$ cat config.mk
export PLATFORM = sky130hd
export DESIGN_NAME = multicycle_control
export DESIGN_NICKNAME = d
export VERILOG_FILES = /design/src/rtl/multicycle_control.sv
export SDC_FILE = /design/constraint.sdc
export NUM_CORES = 1
export LEC_CHECK = 0
export CORE_MARGIN = 5
export CORE_UTILIZATION = 37
export CTS_CLUSTER_DIAMETER = 50
export CTS_CLUSTER_SIZE = 30
export DETAILED_ROUTE_END_ITERATION = 12
export PLACE_DENSITY = 0.9
export SYNTH_ARGS = -nofsm -noshare
export SYNTH_HDL_FRONTEND = slang
export SYNTH_SLANG_ARGS = --single-unit
$ cat constraint.sdc
create_clock -name clk -period 3.35 [get_ports clk]
set_input_delay 0.5025 -clock clk [delete_from_list [all_inputs] [get_ports clk]]
set_output_delay 0.5025 -clock clk [all_outputs]
set_load 0.005 [all_outputs]
$ cat src/rtl/multicycle_control.sv
// Multi-cycle main controller for the RV32I subset core: steps each instruction
// through fetch/decode/execute/memory/writeback and halts in TRAP on faults.
module multicycle_control #(
    parameter int unsigned WAIT_LIMIT = 0
) (
    input  logic       clk,
    input  logic       rst_n,
    input  logic [6:0] opcode,
    input  logic       memReady,
    output logic       MemRead,
    output logic       MemWrite,
    output logic       IorD,
    output logic       IRWrite,
    output logic       PCWrite,
    output logic       PCWriteCond,
    output logic       PCSource,
    output logic [1:0] ALUSrcA,
    output logic [1:0] ALUSrcB,
    output logic [1:0] ALUOp,
    output logic       RegWrite,
    output logic       MemToReg,
    output logic       retire,
    output logic       trap,
    output logic [3:0] state
);

    typedef enum logic [3:0] {
        IDLE     = 4'd0,
        FETCH    = 4'd1,
        DECODE   = 4'd2,
        MEMADR   = 4'd3,
        MEMREAD  = 4'd4,
        MEMWB    = 4'd5,
        MEMWRITE = 4'd6,
        EXEC_R   = 4'd7,
        EXEC_I   = 4'd8,
        ALUWB    = 4'd9,
        BRANCH   = 4'd10,
        TRAP     = 4'd11
    } stateT;

    localparam logic [6:0] OP_LW     = 7'b0000011;
    localparam logic [6:0] OP_SW     = 7'b0100011;
    localparam logic [6:0] OP_RTYPE  = 7'b0110011;
    localparam logic [6:0] OP_ITYPE  = 7'b0010011;
    localparam logic [6:0] OP_BRANCH = 7'b1100011;

    localparam logic       TIMEOUT_EN = (WAIT_LIMIT != 0);
    localparam logic [8:0] LIMIT9     = 9'(WAIT_LIMIT);

    stateT      curState;
    stateT      nextState;
    logic [7:0] waitCount;
    logic       waiting;
    logic       timeoutHit;

    assign state = curState;

    // A stall cycle is one spent in a memory-request state without completion.
    assign waiting    = (curState == FETCH || curState == MEMREAD || curState == MEMWRITE)
                        && !memReady;
    assign timeoutHit = TIMEOUT_EN && waiting && (({1'b0, waitCount} + 9'd1) == LIMIT9);

    always_ff @(posedge clk or negedge rst_n) begin
        if (!rst_n) begin
            curState <= IDLE;
        end else begin
            curState <= nextState;
        end
    end

    // Counter restarts on every state change and saturates so it never wraps.
    always_ff @(posedge clk or negedge rst_n) begin
        if (!rst_n) begin
            waitCount <= 8'd0;
        end else if (nextState != curState) begin
            waitCount <= 8'd0;
        end else if (waiting && waitCount != 8'hFF) begin
            waitCount <= waitCount + 8'd1;
        end
    end

    always_comb begin
        nextState   = curState;
        MemRead     = 1'b0;
        MemWrite    = 1'b0;
        IorD        = 1'b0;
        IRWrite     = 1'b0;
        PCWrite     = 1'b0;
        PCWriteCond = 1'b0;
        PCSource    = 1'b0;
        ALUSrcA     = 2'b00;
        ALUSrcB     = 2'b00;
        ALUOp       = 2'b00;
        RegWrite    = 1'b0;
        MemToReg    = 1'b0;
        retire      = 1'b0;
        trap        = 1'b0;

        case (curState)
            IDLE: begin
                nextState = FETCH;
            end
            FETCH: begin
                MemRead = 1'b1;
                ALUSrcB = 2'b01;
                if (memReady) begin
                    IRWrite   = 1'b1;
                    PCWrite   = 1'b1;
                    nextState = DECODE;
                end else if (timeoutHit) begin
                    nextState = TRAP;
                end
            end
            DECODE: begin
                // Branch target is computed here speculatively into ALUOut.
                ALUSrcA = 2'b01;
                ALUSrcB = 2'b10;
                case (opcode)
                    OP_LW, OP_SW: nextState = MEMADR;
                    OP_RTYPE:     nextState = EXEC_R;
                    OP_ITYPE:     nextState = EXEC_I;
                    OP_BRANCH:    nextState = BRANCH;
                    default:      nextState = TRAP;
                endcase
            end
            MEMADR: begin
                ALUSrcA   = 2'b10;
                ALUSrcB   = 2'b10;
                nextState = (opcode == OP_LW) ? MEMREAD : MEMWRITE;
            end
            MEMREAD: begin
                MemRead = 1'b1;
                IorD    = 1'b1;
                if (memReady) begin
                    nextState = MEMWB;
                end else if (timeoutHit) begin
                    nextState = TRAP;
                end
            end
            MEMWB: begin
                RegWrite  = 1'b1;
                MemToReg  = 1'b1;
                retire    = 1'b1;
                nextState = FETCH;
            end
            MEMWRITE: begin
                MemWrite = 1'b1;
                IorD     = 1'b1;
                if (memReady) begin
                    retire    = 1'b1;
                    nextState = FETCH;
                end else if (timeoutHit) begin
                    nextState = TRAP;
                end
            end
            EXEC_R: begin
                ALUSrcA   = 2'b10;
                ALUSrcB   = 2'b00;
                ALUOp     = 2'b10;
                nextState = ALUWB;
            end
            EXEC_I: begin
                ALUSrcA   = 2'b10;
                ALUSrcB   = 2'b10;
                nextState = ALUWB;
            end
            ALUWB: begin
                RegWrite  = 1'b1;
                retire    = 1'b1;
                nextState = FETCH;
            end
            BRANCH: begin
                ALUSrcA     = 2'b10;
                ALUSrcB     = 2'b00;
                ALUOp       = 2'b01;
                PCWriteCond = 1'b1;
                PCSource    = 1'b1;
                retire      = 1'b1;
                nextState   = FETCH;
            end
            TRAP: begin
                trap      = 1'b1;
                nextState = TRAP;
            end
            default: begin
                nextState = TRAP;
            end
        endcase
    end

endmodule

==> results of run 1 <==
[per-layer routing]
layer | wire, um | part of all wire | vias to the layer above | track usage
met5 | 0 | 0 | - | 0
met4 | 0 | 0 | 0 | 0.0511
met3 | 74 | 0.052 | 0 | 0.00391
met1 | 583 | 0.41 | 277 | 0.160
met2 | 772 | 0.54 | 18 | 0.264
li1 | - | - | 290 | -
[layout make-up]
cell class | count | area share
flip-flops and latches | 4 | 0.127
inverters | 2 | 0.00951
multi-input cells | 54 | 0.431
well taps | 15 | 0.0238
repair buffers | 30 | 0.380
clock buffers | 3 | 0.0285
[kinds of logic after synthesis]
| family | synth area share |
|---|---|
| flops | 0.208 |
| buf+inv | 0.0857 |
| simple gates | 0.439 |
| xor+xnor | 0.0546 |
| mux | 0.0208 |
| compound gates | 0.192 |
[stage by stage]
stage,cells,hold slack [ps]
2_1_floorplan,66,207
3_3_place_gp,105,712
3_5_place_dp,105,711
4_1_cts,108,473
5_1_grt,108,492
6_report,108,473
[how the worst min path moves through the flow]
stage                     depth (start not counted)  slack [ps]       end
after global routing                              1         490  state[0]
after detailed placement                          1         710  state[0]
after CTS                                         1         470  state[0]
after floorplan                                   0         210  state[0]
final                                             1         470  state[1]
after global placement                            1         710  state[0]
[critical path: stages (launching register included)]
cell             delay [ps]
dfrtp_1                 530
or4b_4                  620
inv_1                    70
clkdlybuf4s50_1         500
[Yosys cell counts (3+ instances only)]
cell type and number:
nor2_1 10, nand2_1 5, nor2b_1 5, a21oi_1 4
dfrtp_1 4, buf_2 3, nand2b_1 3, nor3_1 3
xnor2_1 3
[where the power goes]
group          internal (W)  switching [W]
clock             0.0000398      0.0000159
sequential        0.0000486              0
combinational     0.0000113     0.00000547
total             0.0000998      0.0000214
==> impl_metrics.tcl, run 1 <==
set metrics [dict create \
    grt_pass1_wl_um 2210 \
    rsz0062_at_grt "false" \
    reg2reg_from "state[3]" \
    synth.top_cell.area_share 0.208 \
    syn_nets 76 \
    critPathKind "flip-flop to output port" \
    first_pass_iters 4 \
    dieHeight_um 46.1 \
    cp-end-kind "output port" \
    via_per_inst 5.42 \
    post_cts_resized 0 \
    finalCritPeriodShare 0.733 \
    hpwl_um 1130 \
    clkSinkCount 4 \
    synthArstFlopShare 1.00 \
    clk_pin_slew_ps 30 \
    port_buffers 30 \
    nFillCells 110 \
    drt-wirelength-per-cell_um 13.2 \
    antenna_left 0 \
    seq_area_sq_um 100 \
    n_antenna_cell 0 \
    hold_class "input pin to async pin" \
    ir_drop_mv 0.0928 \
    status "finished clean" \
    largest_reg_flops 4 \
    dieArea_sq_mm 0.00212 \
    grt_pass1_vias 536 \
    fp-row-count 13 \
    worstSkewPairLatency_ps 220 \
    critPathMaxFanout 14 \
    pin_count 31 \
    synth_area_leaders "dfrtp_1, nor2_1, nor2b_1" \
    synth-seq-cells 4 \
    total_power_w 0.000121 \
    setup_viol 0 \
    overflow 0 \
    design.core.area_sq_mm 0.00127 \
    timing.final.ws_setup_ps 893 \
    crit_arrival_ps 1950 \
    nNetsFinal 105 \
    layout_common_cells "clkdlybuf4s50_1, nor2_1, nand2_1, nor2b_1" \
    synth.largest_area_cell "dfrtp_1" \
    critPathLaunchType "flip-flop" \
    ys.flop_type "dfrtp_1" \
    routed-via-count 585 \
    drive_gt1_frac 0.0645 \
    drt_iter0_markers 18 \
    cp-startpoint "state[3]" \
    initial_core_util 0.380 \
    fin_crit_ps 2460 \
    relSlewSlack 0.642 \
    synth_cell_types 30 \
    dpl_cell_area_sq_um 767 \
    antenna_found_initial 0 \
    cts_buffers 3 \
    pre_cts_ws_ps 1040 \
    routed_wl_um 1430 \
    r2r-end "state[2]" \
    fin_skew_ps 0.644 \
    r2r_cells 3 \
    htreeDepth 1 \
    cts_tree "yes" \
    synth-warning-count 0 \
    yosysSeqAreaShare 0.208 \
    fmax_mhz 407 \
    root_buffer "clkbuf_4" \
    setup-tns-final_ps 0 \
    cts_hold_buf 0 \
    p_per_area_mw_per_mm2 154 \
    synth-edff-count 0 \
    power.static_leakage_nw 0.299 \
    netlist_instances 66 \
    drc 0 \
    cp.required_ps 2850 \
    synth_area_per_cell_sq_um 7.30 \
    fin_area_sq_um 790 \
    tightest_slew_ps 536 \
    multi_input_area_sq_um 340 \
    place.gp.congestion 0.760 \
    die_w_um 46.1 \
    max_cap_viol_count 0 \
    syn2layout_area_growth_pct 63.9 \
    final_common_cell "clkdlybuf4s50_1" \
    syn_area_sq_um 482 \
    critPathCapture "ALUSrcA[0]" \
    cts_setup_buffers 0 \
    slew_viol_final 0 \
    fin_util 0.622 \
    reg2reg_slack_ps 1690 \
    clockBufferDepth 2 \
    hold_violations 0 \
    grt_max_degree 17 \
    grt_usage 0.139 \
]
Power figures use the tool's default switching activity.
==> inputs of run 2 (changes only) <==
CORE_UTILIZATION = 35   (was 37)
PLACE_DENSITY = 0.86   (was 0.9)
clock period = 2.3 ns   (was 3.35 ns; I/O delays follow)
==> run 2 against run 1 <==
Highest routed layer unchanged; final cell count increased by 3.7%; sequential power is 46% higher; via count up 1.4%; flip-flop and latch count stayed put.
==> impl_metrics.tcl, run 2 (same netlist as run 1, synthesis figures left out) <==
set metrics [dict create \
    largest_reg_flops 4 \
    root_buffer "clkbuf_4" \
    syn2layout_area_growth_pct 70.1 \
    cts_setup_buffers 0 \
    hold_class "input pin to async pin" \
    dp_cells 109 \
    grt_pass1_wl_um 2460 \
    cp-end-kind "output port" \
    grt_max_degree 16 \
    timing.final.ws_setup_ps 208 \
    design.core.area_sq_mm 0.00130 \
    dieArea_sq_mm 0.00222 \
    final_common_cell "clkdlybuf4s50_1" \
    worstSkewPairLatency_ps 230 \
    layoutNonFillerInstCount 112 \
    hpwl_um 1210 \
    cp-startpoint "state[1]" \
    via_per_inst 5.29 \
    relSlewSlack 0.778 \
    first_pass_iters 4 \
    overflow 0 \
    post_cts_resized 0 \
    ir_drop_mv 0.154 \
    port_buffers 30 \
    fin_crit_ps 2090 \
    dieHeight_um 47.1 \
    worstPathBufferInverterCount 2 \
    status "finished clean" \
    crit_slowest_cell "clkdlybuf4s50_1" \
    critPathMaxFanout 11 \
    n_antenna_cell 0 \
    clk_pin_slew_ps 40 \
    routed-via-count 593 \
    max_cap_viol_count 0 \
    clkSinkCount 4 \
    die_w_um 47.1 \
    finalCritPeriodShare 0.910 \
    antenna_left 0 \
    power.static_leakage_nw 0.317 \
    reg2reg_from "state[3]" \
    fmax_mhz 478 \
    clockBufferDepth 2 \
    drt_iter0_markers 10 \
    htreeDepth 1 \
    cts_tree "yes" \
    setup_viol 0 \
    hold_violations 0 \
    cts_hold_buf 0 \
    fp-row-count 13 \
    grt_usage 0.155 \
    rsz0062_at_grt "false" \
    layout_common_cells "clkdlybuf4s50_1, nor2_1, nand2_1, nor2b_1" \
    p_per_area_mw_per_mm2 221 \
    pin_count 31 \
    routed_wl_um 1490 \
    critPathTopFamily "buffers and inverters" \
    fin_area_sq_um 820 \
    path_cells "buf_4 > nor2b_1 > a21oi_1 > o22ai_1 > clkdlybuf4s50_1" \
    total_power_w 0.000181 \
    tightest_slew_ps 329 \
    slew_viol_final 0 \
    antenna_found_initial 0 \
    cts_buffers 3 \
    grt_pass1_vias 546 \
    critPathLaunchType "flip-flop" \
    setup-tns-final_ps 0 \
    drive_gt1_frac 0.103 \
    drt-wirelength-per-cell_um 13.3 \
    place.gp.congestion 0.842 \
    dpl_cell_area_sq_um 797 \
    pre_cts_ws_ps 313 \
    crit_arrival_ps 1750 \
    fin_skew_ps 5.54 \
    cp.required_ps 1960 \
    nNetsFinal 109 \
    initial_core_util 0.370 \
    drc 0 \
    slowest_delay_ps 530 \
    critPathKind "flip-flop to output port" \
]
## run 2: worst paths after layout
path | to | slack [ps] | depth (start not counted)
min in group clk | state[3] | 620 | 2
worst max-delay path | retire | 210 | 5
worst max register to register | state[2] | 860 | 3
max in group asynchronous | state[3] | 1830 | 1
worst min register to register | state[3] | 620 | 2
worst min-delay path | state[0] | 310 | 1
## run 2: layout make-up
type | instances | area [sq um]
repair buffers | 34 | 330
fillers | 127 | 482
inverters | 2 | 7.51
well taps | 15 | 18.8
clock buffers | 3 | 22.5
flip-flops and latches | 4 | 100
multi-input cells | 54 | 340
## run 2: stage by stage
step            util  hold slack, ps
6_report       0.630             307
4_1_cts        0.630             308
2_1_floorplan      -            49.4
3_3_place_gp   0.613             551
5_1_grt        0.630             310
3_5_place_dp   0.613             561
## run 2: layer usage
metal | share of wire | global-route usage
met5 | 0 | 0
met4 | 0 | 0.0552
met1 | 0.43 | 0.195
met2 | 0.52 | 0.274
met3 | 0.051 | 0.0153
## run 2: power by group
part,switching (W),internal [W],total [W]
clock network,0.0000278,0.0000583,0.0000861
logic,0.00000807,0.0000165,0.0000246
registers,0,0.0000708,0.0000708
